**src/rtl/cgra_power_sequencer_pkg.sv**
```systemverilog
// Shared types and default timing constants for the CGRA domain-0 power sequencer.
package cgra_power_sequencer_pkg;

    typedef enum logic [3:0] {
        ON,
        ISO_DN,
        RST_DN,
        SW_OFF,
        OFF,
        SW_ON,
        RST_UP,
        ISO_UP,
        ERR
    } pwr_state_e;

    localparam int unsigned ISO_CYCLES_DEF  = 4;
    localparam int unsigned RST_CYCLES_DEF  = 8;
    localparam int unsigned ACK_TIMEOUT_DEF = 1024;

    function automatic int unsigned max3(input int unsigned a, input int unsigned b,
                                         input int unsigned c);
        int unsigned m;
        m = (a > b) ? a : b;
        return (m > c) ? m : c;
    endfunction

endpackage

```
**src/rtl/cgra_pwr_ack_sync.sv**
```systemverilog
// Two-flop synchroniser for the asynchronous powergate acknowledge.
module cgra_pwr_ack_sync #(
    parameter logic RST_VAL = 1'b1
) (
    input  logic clk_i,
    input  logic rst_i,
    input  logic d_i,
    output logic q_o
);

    logic meta_q;
    logic sync_q;

    always_ff @(posedge clk_i) begin
        if (rst_i) begin
            meta_q <= RST_VAL;
            sync_q <= RST_VAL;
        end else begin
            meta_q <= d_i;
            sync_q <= meta_q;
        end
    end

    assign q_o = sync_q;

endmodule

```
**src/rtl/cgra_power_sequencer.sv**
```systemverilog
// Power-down/power-up sequencer for the CGRA external domain (switch, isolation, reset, retention).
// Memory retention control is built only when CGRA_PWR_RETENTION_EN is defined.
module cgra_power_sequencer
    import cgra_power_sequencer_pkg::*;
#(
    parameter int unsigned ISO_CYCLES  = ISO_CYCLES_DEF,
    parameter int unsigned RST_CYCLES  = RST_CYCLES_DEF,
    parameter int unsigned ACK_TIMEOUT = ACK_TIMEOUT_DEF
) (
    input  logic clk_i,
    input  logic rst_i,
    input  logic pwr_on_req_i,
    input  logic pwr_off_req_i,
    input  logic retain_i,
    input  logic switch_ack_i,
    output logic switch_o,
    output logic iso_o,
    output logic logic_rst_no,
    output logic set_retentive_o,
    output logic busy_o,
    output logic powered_o,
    output logic done_o,
    output logic err_o
);

    localparam int unsigned MAX_CYC = max3(ISO_CYCLES, RST_CYCLES, ACK_TIMEOUT);
    localparam int unsigned CNT_W   = $clog2(MAX_CYC) + 1;
    localparam logic [CNT_W-1:0] ISO_LAST = CNT_W'(ISO_CYCLES - 1);
    localparam logic [CNT_W-1:0] RST_LAST = CNT_W'(RST_CYCLES - 1);
    localparam logic [CNT_W-1:0] ACK_LAST = CNT_W'(ACK_TIMEOUT - 1);

    pwr_state_e       state_q, state_d;
    logic [CNT_W-1:0] cnt_q, cnt_d;
    logic             switch_q, switch_d;
    logic             iso_q, iso_d;
    logic             rstn_q, rstn_d;
    logic             done_q, done_d;
    logic             err_q, err_d;
    logic             ack_s;
    logic             on_req, off_req;

    cgra_pwr_ack_sync #(.RST_VAL(1'b1)) u_ack_sync (
        .clk_i (clk_i),
        .rst_i (rst_i),
        .d_i   (switch_ack_i),
        .q_o   (ack_s)
    );

    // Simultaneous on/off requests cancel each other out.
    assign on_req  = pwr_on_req_i & ~pwr_off_req_i;
    assign off_req = pwr_off_req_i & ~pwr_on_req_i;

    always_comb begin
        state_d  = state_q;
        switch_d = switch_q;
        iso_d    = iso_q;
        rstn_d   = rstn_q;
        done_d   = 1'b0;
        err_d    = err_q;

        unique case (state_q)
            ON: begin
                if (off_req)     state_d = ISO_DN;
                else if (on_req) done_d  = 1'b1;
            end
            ISO_DN: if (cnt_q == ISO_LAST) state_d = RST_DN;
            RST_DN: state_d = SW_OFF;
            SW_OFF: begin
                if (!ack_s) begin
                    state_d = OFF;
                    done_d  = 1'b1;
                end else if (cnt_q == ACK_LAST) begin
                    state_d = ERR;
                end
            end
            OFF: begin
                if (on_req)       state_d = SW_ON;
                else if (off_req) done_d  = 1'b1;
            end
            SW_ON: begin
                if (ack_s)                  state_d = RST_UP;
                else if (cnt_q == ACK_LAST) state_d = ERR;
            end
            RST_UP: if (cnt_q == RST_LAST) state_d = ISO_UP;
            ISO_UP: begin
                if (cnt_q == ISO_LAST) begin
                    state_d = ON;
                    done_d  = 1'b1;
                end
            end
            ERR: begin
                if (on_req) begin
                    state_d = SW_ON;
                    err_d   = 1'b0;
                end else if (off_req) begin
                    state_d = ISO_DN;
                    err_d   = 1'b0;
                end
            end
            default: state_d = ON;
        endcase

        // Pad outputs only change on state entry, so ERR naturally holds them.
        if (state_d != state_q) begin
            case (state_d)
                ON:     begin switch_d = 1'b1; iso_d = 1'b0; rstn_d = 1'b1; end
                ISO_DN: iso_d  = 1'b1;
                RST_DN: rstn_d = 1'b0;
                SW_OFF: switch_d = 1'b0;
                OFF:    begin switch_d = 1'b0; iso_d = 1'b1; rstn_d = 1'b0; end
                SW_ON:  switch_d = 1'b1;
                RST_UP: begin iso_d = 1'b1; rstn_d = 1'b0; end
                ISO_UP: rstn_d = 1'b1;
                ERR:    err_d  = 1'b1;
                default: ;
            endcase
        end

        if (state_d != state_q)  cnt_d = '0;
        else if (cnt_q != '1)    cnt_d = cnt_q + 1'b1;
        else                     cnt_d = cnt_q;
    end

    always_ff @(posedge clk_i) begin
        if (rst_i) begin
            state_q  <= ON;
            cnt_q    <= '0;
            switch_q <= 1'b1;
            iso_q    <= 1'b0;
            rstn_q   <= 1'b1;
            done_q   <= 1'b0;
            err_q    <= 1'b0;
        end else begin
            state_q  <= state_d;
            cnt_q    <= cnt_d;
            switch_q <= switch_d;
            iso_q    <= iso_d;
            rstn_q   <= rstn_d;
            done_q   <= done_d;
            err_q    <= err_d;
        end
    end

`ifdef CGRA_PWR_RETENTION_EN
    logic retain_q, retain_d;
    logic ret_q, ret_d;

    // Retain choice is captured with the off request that starts the power-down.
    always_comb begin
        retain_d = retain_q;
        ret_d    = ret_q;
        if (state_d != state_q) begin
            if (state_d == ISO_DN)                        retain_d = retain_i;
            if (state_d == RST_DN)                        ret_d    = retain_q;
            else if (state_d == SW_ON || state_d == ON)   ret_d    = 1'b0;
        end
    end

    always_ff @(posedge clk_i) begin
        if (rst_i) begin
            retain_q <= 1'b0;
            ret_q    <= 1'b0;
        end else begin
            retain_q <= retain_d;
            ret_q    <= ret_d;
        end
    end

    assign set_retentive_o = ret_q;
`else
    logic unused_retain;
    assign unused_retain   = retain_i;
    assign set_retentive_o = 1'b0;
`endif

    assign switch_o     = switch_q;
    assign iso_o        = iso_q;
    assign logic_rst_no = rstn_q;
    assign done_o       = done_q;
    assign err_o        = err_q;
    assign busy_o       = !(state_q == ON || state_q == OFF || state_q == ERR);
    assign powered_o    = (state_q == ON);

endmodule

```
**config.mk**
```make
export PLATFORM = sky130hd
export DESIGN_NAME = cgra_power_sequencer
export DESIGN_NICKNAME = d
export VERILOG_FILES = /design/src/rtl/cgra_power_sequencer_pkg.sv /design/src/rtl/cgra_pwr_ack_sync.sv /design/src/rtl/cgra_power_sequencer.sv
export SDC_FILE = /design/constraint.sdc
export NUM_CORES = 1
export LEC_CHECK = 0
export CORE_ASPECT_RATIO = 1.1
export CORE_MARGIN = 2
export CORE_UTILIZATION = 40
export DETAILED_ROUTE_END_ITERATION = 7
export GPL_TIMING_DRIVEN = 1
export PLACE_DENSITY_LB_ADDON = 0.08
export SYNTH_ARGS = -nofsm -noshare
export SYNTH_HDL_FRONTEND = slang
export SYNTH_SLANG_ARGS = --single-unit
```
**constraint.sdc**
```tcl
create_clock -name clk_i -period 2.85 [get_ports clk_i]
set_input_delay 0.57 -clock clk_i [delete_from_list [all_inputs] [get_ports clk_i]]
set_output_delay 0.57 -clock clk_i [all_outputs]
set_load 0.03 [all_outputs]
```
**After elaboration in Yosys (flattened, before gate mapping)**

Index checks and enable logic that the tools add are counted.

- Reductions and logical operators: 17
- Add/subtract/negate cells: 1
- Equal/unequal tests: 21
- Bitwise operators: 4
- Multiplexer cells: 25

Operators with widths:

| cell | count |
|---|---|
| $mux 4 | 9 |
| $pmux 4 s9 | 1 |
| $eq 4x3->1 const B | 8 |
| $eq 4x2->1 const B | 4 |
| $add 11x1->11 const B | 1 |
| $eq 11x10->1 const B | 1 |
| $eq 11x2->1 const B | 1 |
| $eq 11x3->1 const B | 1 |
| $mux 1 | 11 |
| $ne 11x11->1 const B | 1 |
| $eq 4x1->1 const B | 2 |
| $eq 4x4->1 const B | 2 |
| $logic_not 4->1 | 2 |
| $reduce_or 2->1 | 4 |
| $pmux 1 s2 | 3 |
| $reduce_and 2->1 | 3 |
| $reduce_bool 2->1 | 3 |
| $reduce_or 3->1 | 2 |
| $ne 4x4->1 | 1 |
| $pmux 1 s4 | 1 |
| $and 1x1->1 | 2 |
| $logic_or 1x1->1 | 2 |
| $not 1->1 | 2 |
| $logic_not 1->1 | 1 |

- Logic and storage cells: 77
- Bits of input ports: 6
- Register bits: 22
- Output and inout bits: 8

**Longest topological paths before layout**

Gate-level depths: netlist (run 1).

- Depth after elaboration: 9
- Mapped depth: 9

**Cells and area by module**

Synthesis (run 1) repeated with hierarchy kept, for this count alone.

- Cell total of the unflattened synthesis: 161
- Area total of the unflattened synthesis: 1297.5 µm²

By module, submodules not included:

| module | instances | seq. area each (µm²) | area an instance (µm²) | cells an instance |
|---|---|---|---|---|
| cgra_power_sequencer | 1 | 400.4 | 1244.9 | 157 |
| cgra_pwr_ack_sync | 1 | 40.0 | 52.6 | 4 |

**Worst setup path before layout (run 1)**

No wires, ideal clock.

- Path type: reg2out
- Start: register state_q[1]
- End: output powered_o
- Arrival: 1.642 ns
- Buffers on the path: 2
- Stages on the path, launching flop included: 4
- Setup slack: 0.638 ns
- Path through: dfxtp_1 > clkbuf_1 > clkbuf_1 > nor4_1

- Cells in the longest elaborated chain, start to end: 1

RTL lines:

| what | RTL line | RTL |
|---|---|---|
| start, declared | cgra_power_sequencer.sv:32 | `pwr_state_e state_q, state_d;` |
| start signal, assigned | cgra_power_sequencer.sv:134 | `state_q <= state_d;` |
| $logic_not 4->1 | cgra_power_sequencer.sv:182 | `assign powered_o = (state_q == ON);` |
| end, declared | cgra_power_sequencer.sv:21 | `output logic powered_o,` |

No other way between the ends.

**Worst setup path in the final report (run 1)**

- Start: register state_q[3]
- End: output busy_o

- Cells in the longest elaborated chain, start to end: 4

RTL lines:

| what | RTL line | RTL |
|---|---|---|
| $eq 4x3->1 / $logic_not 4->1 (equally long branches) | cgra_power_sequencer.sv:181 | `assign busy_o = !(state_q == ON \|\| state_q == OFF \|\| state_q == ERR);` |
| $logic_or 1x1->1 | cgra_power_sequencer.sv:181 |  |
| $logic_or 1x1->1 * | cgra_power_sequencer.sv:181 |  |
| $logic_not 1->1 * | cgra_power_sequencer.sv:181 |  |
| end, declared | cgra_power_sequencer.sv:20 | `output logic busy_o,` |

Every way passes the cells marked *; elsewhere a longest branch is shown, timed or not.

==> results of run 1 <==
power by group through the flow:
stage	combinational [uW]	sequential, uW	clock (uW)
after floorplan	379	401	0
after global placement	534	411	0
after detailed placement	541	412	0
after CTS	543	405	180
after global routing	592	415	190
final	539	407	171
per-layer routing:
| layer | global-route usage, % | wire (um) |
|---|---|---|
| met5 | 0 | 0 |
| met1 | 22.9 | 1460 |
| met2 | 24.6 | 1280 |
| met3 | 1.97 | 67 |
| met4 | 6.94 | 24 |
flip-flops by register name, summed over array words and instances (netlist names):
name               flops
u_ack_sync.q_o         1
state_q                4
logic_rst_no           1
u_ack_sync.meta_q      1
iso_o                  1
done_o                 1
cnt_q                 11
switch_o               1
err_o                  1
kinds of logic after synthesis:
logic type | after synthesis | synth area share (%)
AND/OR/NAND/NOR | 94 | 39.0
AO/OA/AOI/OAI | 25 | 13.9
flip-flops | 22 | 32.3
buffers and inverters | 16 | 5.50
XOR/XNOR | 9 | 5.77
multiplexers | 3 | 2.29
adder cells (fa/ha/maj) | 1 | 0.916
other | 1 | 0.275
Yosys cell counts, types with 2 or more instances:
cell type / number / area share [%]
o21ai_0: 3 / 1.1
a21oi_1: 9 / 3.3
nor2b_1: 4 / 1.8
o21ai_1: 2 / 0.73
and4_1: 2 / 1.3
nor3_1: 10 / 3.7
clkbuf_1: 6 / 1.6
nand3b_1: 4 / 2.2
mux2i_1: 2 / 1.5
or3_1: 2 / 0.92
nor4_1: 3 / 1.4
dfxtp_1: 22 / 32
nand2b_1: 4 / 1.8
nand4_1: 4 / 1.8
nand2_1: 8 / 2.2
and3_1: 2 / 0.92
nand3_1: 10 / 3.7
xor2_1: 6 / 3.8
buf_2: 3 / 1.1
inv_1: 5 / 1.4
xnor2_1: 3 / 1.9
nor2_1: 27 / 7.4
or2_2: 3 / 1.4
cells in the final DEF, fill, tap and decap left out, types with 3 or more instances in the layout:
cell type,instances
dfxtp_1,22
xor2_1,6
inv_1,5
or2_2,3
xnor2_1,3
clkdlybuf4s50_1,11
nor3_1,10
o21ai_0,3
nand4_1,4
nand2b_1,4
clkbuf_4,3
nand2_1,8
nor2_1,27
nor2b_1,4
buf_4,8
nor4_1,3
nand3_1,10
a21oi_1,9
nand3b_1,4
worst reg2reg max path: stages (launching register included):
cell      delay, ps
dfxtp_1         690
inv_1           210
a21oi_1         160
o32ai_1          90
buf_4           170
a311oi_4        320
and2b_1         200
mux2i_1          80
a2111o_1        400
worst max path at each step:
stage | startpoint | cells past startpoint | to
final | state_q[3]$_SDFF_PP0_ | 4 | busy_o
after global routing | state_q[3]$_SDFF_PP0_ | 4 | busy_o
after CTS | state_q[3]$_SDFF_PP0_ | 4 | busy_o
after detailed placement | pwr_on_req_i | 9 | switch_o$_SDFFE_PP1P_
after global placement | pwr_on_req_i | 9 | switch_o$_SDFFE_PP1P_
after floorplan | state_q[1]$_SDFF_PP0_ | 3 | powered_o
cell type report:
type / instances / area, um2
sequential: 22 / 440
inverter: 5 / 18.8
clock buffer: 4 / 36.3
timing repair buffer: 20 / 190
tap: 36 / 45.0
multi-input combinational: 133 / 850
fill: 342 / 1720
per-stage QoR:
stage,std cells,power [uW],setup slack [ps]
final,220,1120,308
after detailed placement,216,953,-1.63
after CTS,220,1130,289
after global routing,220,1200,168
after floorplan,171,780,638
after global placement,216,945,5.95
==> metrics.md, run 1 <==
| Metric | Value |
|---|---|
| Post-DP Area | `approximately 0.0015 mm2` |
| Worst-case clock skew | `roughly 4.5 ps` |
| Drc violations | `0` |
| Router iterations before antenna repair | `4` |
| I/O pins | `14` |
| Final wirelength | `about 2.8 mm` |
| Worst Setup Start Kind | `flip-flop` |
| FF-to-FF path depth | `8` |
| Min cycle time layout | `2540 ps` |
| Worst Hold End | `u_ack_sync.q_o$_SDFF_PP1_` |
| RR Endpoint | `switch_o$_SDFFE_PP1P_` |
| Reg clk slew, reported paths | `120 ps` |
| Max-Cap Viols | `0` |
| Critical path data required time | `around 2300 ps` |
| Critical path cell sequence | `buf_4 -> inv_1 -> o21ai_0 -> clkdlybuf4s50_1` |
| CTS tree | `yes` |
| TNS Setup | `0 ps` |
| Via count | `1226` |
| Slowest stage delay, CP | `700 ps` |
| Worst-path maximum fanout | `10` |
| Internal power | `approximately 680 uW` |
| R2R setup slack | `~440 ps` |
| FF+latch count, synth | `22` |
| Leakage | `0.000595 uW` |
| Mapped Nets | `178` |
| Hold Slack | `432 ps` |
| Worst Path Buf+Inv | `3` |
| Port buffer count | `11` |
| Rel. slew slack | `63.2%` |
| Largest net degree at the start of global routing | `18` |
| Total grt overflow | `0` |
| WHS Path Cells | `1` |
| Final Instance Area | `0.00158 mm2` |
| DIE AREA | `about 0.0039 mm2` |
| Hold wc startpoint | `u_ack_sync.meta_q$_SDFF_PP1_` |
| Number of enable flip-flop cells after synthesis | `0` |
| Crit Path Category | `flip-flop to primary output` |
| CP endpoint kind | `primary output` |
| Ys flop type | `dfxtp_1` |
| GR Util All Layers | `16.3%` |
| CTS root buf | `clkbuf_4` |
| Synthesized cell area | `0.00137 mm2` |
| Net Sw Power | `440 uW` |
| Core area | `0.00330 mm2` |
| Pwr Density | `707 mW/mm2` |
| Resized Gates After CTS | `0` |
| Vias per inst | `5.57` |
| First-pass GRT wire length | `5.03 mm` |
| Site Rows | `22` |
| DP Wirelength | `~2.1 mm` |
| DR WL/cell | `12.9 um` |
| Final setup fails | `0` |
| Util after Layout | `a little under half` |
| Highest clock rate | `393 MHz` |
| Reg power frac | `36.4%` |
| TritonCTS Sinks | `22` |
| H-tree Lvls | `1` |
| Seq/Total Area, Yosys | `32.3%` |
| Clk pwr share | `15.3%` |
| Iter 0 DRT Violations | `72` |
| RSZ-0062 raised after global routing | `false` |
| Hold Vio Cnt, Final | `0` |
| Die Ht | `65.3 um` |
| Vias in the first global route | `between 1000 and 1500` |
| Slew at the pin closest to its max-slew limit | `552 ps` |
| RePlAce Congestion | `0.766` |
| Switching part of the total | `39.4%` |
| Combinational share of power | `48.3%` |
| Post-Synthesis Cells | `about 170` |
| Async SR Flop Fraction | `0%` |
| Final period util | `89.2%` |
| Status | `complete, no violations` |
| Initial antenna violation count | `0` |
| Max Buffers Root-to-Sink | `2` |
| Pins Over Slew Limit | `0` |
| Max VDD drop | `0.355 mV` |
| Worst path slowest cell | `clkdlybuf4s50_1` |
| P&R area growth vs syn | `15.8%` |
| Nets | `roughly 190` |
| WP data arrival | `1970 ps` |
| Fraction of layout cells with a size suffix above 1 | `13.0%` |
| # hold bufs at CTS | `0` |
| Post-route antenna net violation count | `0` |
| Diode count | `0` |
| Post-CTS Setup Bufs | `0` |
| Synthesis Warnings | `0` |
| Clock buffer count from CTS | `3` |
| Die width | `59.7 um` |
| Clk Latency, worst-skew pair | `approximately 300 ps` |
| Synthesized area per cell | `between 7 and 8 um2` |
| Synth unique cells | `50` |
| Initial core utilization | `41.3%` |
| Reg-to-reg startpoint | `state_q[1]$_SDFF_PP0_` |
| Worst Hold Class | `flip-flop to flip-flop` |
| Kind of cell adding the most delay to the critical path | `buffers and inverters` |
(Power assumes the default switching activity.)
==> run 2, diff against run 1 <==
CORE_UTILIZATION = 55   (was 40)
==> run 2 against run 1 <==
Via count increased by 2.8%. Sequential share of layout area about the same. Clock skew increased by 2.4 ps. Global-route usage increased by 4.8 points. Clock power increased by 40%. Sequential cell count unchanged. Critical path depth increased by 5. Final cell count decreased by 3.2%. Critical path type is now input pin to flip-flop. Largest power group unchanged. Highest routed layer unchanged.
==> metrics.md, run 2 (synthesized netlist as in run 1, its figures left out) <==
| Metric | Value |
|---|---|
| Clock buffer count from CTS | `3 (unchanged)` |
| Vias in the first global route | `1158 (was 1114)` |
| Crit Path Category | `input pin to flip-flop (was flip-flop to primary output)` |
| Worst Hold Class | `flip-flop to flip-flop (unchanged)` |
| Worst-case clock skew | `6.83 ps (was 4.46 ps)` |
| Total grt overflow | `0 (unchanged)` |
| Multi-input logic area | `850 um2 (unchanged)` |
| Max VDD drop | `0.633 mV (was 0.355 mV)` |
| Post-DP Area | `0.00153 mm2 (was 0.00154 mm2)` |
| DR WL/cell | `13.5 um (was 12.9 um)` |
| Critical path cell sequence | `clkdlybuf4s50_1 -> nor2b_1 -> a221oi_1 -> o32ai_1 -> buf_4 -> a311oi_4 -> and2b_1 -> mux2i_1 -> a2111o_1 (was buf_4 -> inv_1 -> o21ai_0 -> clkdlybuf4s50_1)` |
| Die width | `51.5 um (was 59.7 um)` |
| Commonest non-fill, non-tap cell in the layout | `nor2_1 (unchanged)` |
| Reg with most FFs | `cnt_q (unchanged)` |
| Clk pwr share | `20.0% (was 15.3%)` |
| FF-to-FF path depth | `8 (unchanged)` |
| Via count | `1260 (was 1226)` |
| Final setup fails | `0 (unchanged)` |
| Seq. cell area | `440 um2 (unchanged)` |
| RSZ-0062 raised after global routing | `false (unchanged)` |
| Rel. slew slack | `64.3% (was 63.2%)` |
| CTS root buf | `clkbuf_4 (unchanged)` |
| Reg power frac | `33.6% (was 36.4%)` |
| Hold Vio Cnt, Final | `0 (unchanged)` |
| Hold Slack | `427 ps (was 432 ps)` |
| Fraction of layout cells with a size suffix above 1 | `12.6% (was 13.0%)` |
| DP Wirelength | `2.08 mm (was 2.09 mm)` |
| Drc violations | `0 (unchanged)` |
| Min cycle time layout | `2590 ps (was 2540 ps)` |
| Slew at the pin closest to its max-slew limit | `534 ps (was 552 ps)` |
| Core area | `0.00230 mm2 (was 0.00330 mm2)` |
| Vias per inst | `5.92 (was 5.57)` |
| Initial antenna violation count | `0 (unchanged)` |
| Post-route antenna net violation count | `0 (unchanged)` |
| Post-CTS Setup Bufs | `0 (unchanged)` |
| GR Util All Layers | `21.1% (was 16.3%)` |
| First-pass GRT wire length | `4.89 mm (was 5.03 mm)` |
| Reg clk slew, reported paths | `130 ps (was 120 ps)` |
| P&R area growth vs syn | `15.9% (was 15.8%)` |
| Commonest non-fill, non-tap cells in the layout | `27 x nor2_1, 22 x dfxtp_1, 11 x clkdlybuf4s50_1 (unchanged)` |
| Max-Cap Viols | `0 (unchanged)` |
| Worst Setup Start Kind | `input pin (was flip-flop)` |
| CP endpoint kind | `flip-flop (was primary output)` |
| Worst path slowest cell | `clkdlybuf4s50_1 (unchanged)` |
| Max reg flops | `11 (unchanged)` |
| TNS Setup | `0 ps (unchanged)` |
| Worst-path maximum fanout | `6 (was 10)` |
| Switching part of the total | `38.1% (was 39.4%)` |
| Clk Latency, worst-skew pair | `310 ps (was 300 ps)` |
| Port buffer count | `11 (unchanged)` |
| Nets | `191 (was 192)` |
| Die Ht | `56.3 um (was 65.3 um)` |
| Max Buffers Root-to-Sink | `2 (unchanged)` |
| Iter 0 DRT Violations | `39 (was 72)` |
| DIE AREA | `0.00290 mm2 (was 0.00390 mm2)` |
| I/O pins | `14 (unchanged)` |
| Pins Over Slew Limit | `0 (unchanged)` |
| Largest net degree at the start of global routing | `18 (unchanged)` |
| WP data arrival | `2800 ps (was 1970 ps)` |
| Final period util | `90.7% (was 89.2%)` |
| Resized Gates After CTS | `0 (unchanged)` |
| Fill count | `196 (was 342)` |
| Net Sw Power | `458 uW (was 440 uW)` |
| TritonCTS Sinks | `22 (unchanged)` |
| Combinational share of power | `46.4% (was 48.3%)` |
| Pwr Density | `760 mW/mm2 (was 707 mW/mm2)` |
| Slowest stage delay, CP | `440 ps (was 700 ps)` |
| Initial core utilization | `59.4% (was 41.3%)` |
| Leakage | `0.000597 uW (was 0.000595 uW)` |
| Diode count | `0 (unchanged)` |
| RePlAce Congestion | `0.894 (was 0.766)` |
| Status | `complete, no violations (unchanged)` |
| CTS tree | `yes (unchanged)` |
| Final Instance Area | `0.00158 mm2 (about the same)` |
| Site Rows | `18 (was 22)` |
| Highest clock rate | `387 MHz (was 393 MHz)` |
| Internal power | `744 uW (was 676 uW)` |
| # hold bufs at CTS | `0 (unchanged)` |
| Router iterations before antenna repair | `4 (unchanged)` |
| Final wirelength | `2.87 mm (was 2.83 mm)` |
| Critical path data required time | `3060 ps (was 2280 ps)` |
| Largest regs | `cnt_q (11), state_q (4) (unchanged)` |
| H-tree Lvls | `1 (unchanged)` |
| WHS Path Cells | `1 (unchanged)` |
-- run 2: cell types whose count changed in the layout (fill, tap and decap cells not counted), sizes merged --
cell    previous run  this run
bufinv             0         1
clkbuf             4         3
buf                9         8
-- run 2: metrics by stage --
stage	worst slack (ps)	power (uW)	util [%]	cells
global route	171	1280	68.8	213
global placement	24.5	942	66.6	209
detailed placement	-58.0	961	66.6	209
finish	264	1200	68.8	213
CTS	277	1200	68.8	213
floorplan	638	780	-	171
-- run 2: final cells by class --
| class | instances | share of cell area (%) |
|---|---|---|
| sequential | 22 | 27.8 |
| clock buffer | 3 | 1.42 |
| multi-input combinational | 133 | 53.7 |
| timing repair buffer | 19 | 11.6 |
| tap | 30 | 2.37 |
| clock inverter | 1 | 1.90 |
| inverter | 5 | 1.19 |
-- run 2: routing by layer --
layer | track usage [%] | vias up | wire (um)
met5 | 0 | - | 0
met4 | 8.65 | 0 | 52
met3 | 3.46 | 6 | 122
met2 | 31.3 | 35 | 1360
met1 | 30.1 | 581 | 1340
li1 | - | 638 | -
-- run 2: final timing paths --
check / from / end / slack [ps]
worst min-delay path: u_ack_sync.meta_q$_SDFF_PP1_ / u_ack_sync.q_o$_SDFF_PP1_ / 430
worst max register to register: cnt_q[0]$_SDFFE_PP0P_ / switch_o$_SDFFE_PP1P_ / 350
worst max-delay path: pwr_on_req_i / switch_o$_SDFFE_PP1P_ / 260
worst min register to register: u_ack_sync.meta_q$_SDFF_PP1_ / u_ack_sync.q_o$_SDFF_PP1_ / 430
-- run 2: critical path: cells and delay by family --
family          cells  cell delay (ps)
compound gates      4             1190
buf+inv             2              610
mux                 1               80
simple gates        2              350
-- run 2: power by group through the flow --
stage          Combinational [uW]  Clock (uW)  Sequential (uW)
2_1_floorplan                 379           0              401
3_3_place_gp                  536           0              406
3_5_place_dp                  551           0              410
4_1_cts                       554         247              403
5_1_grt                       604         256              415
6_report                      557         240              404
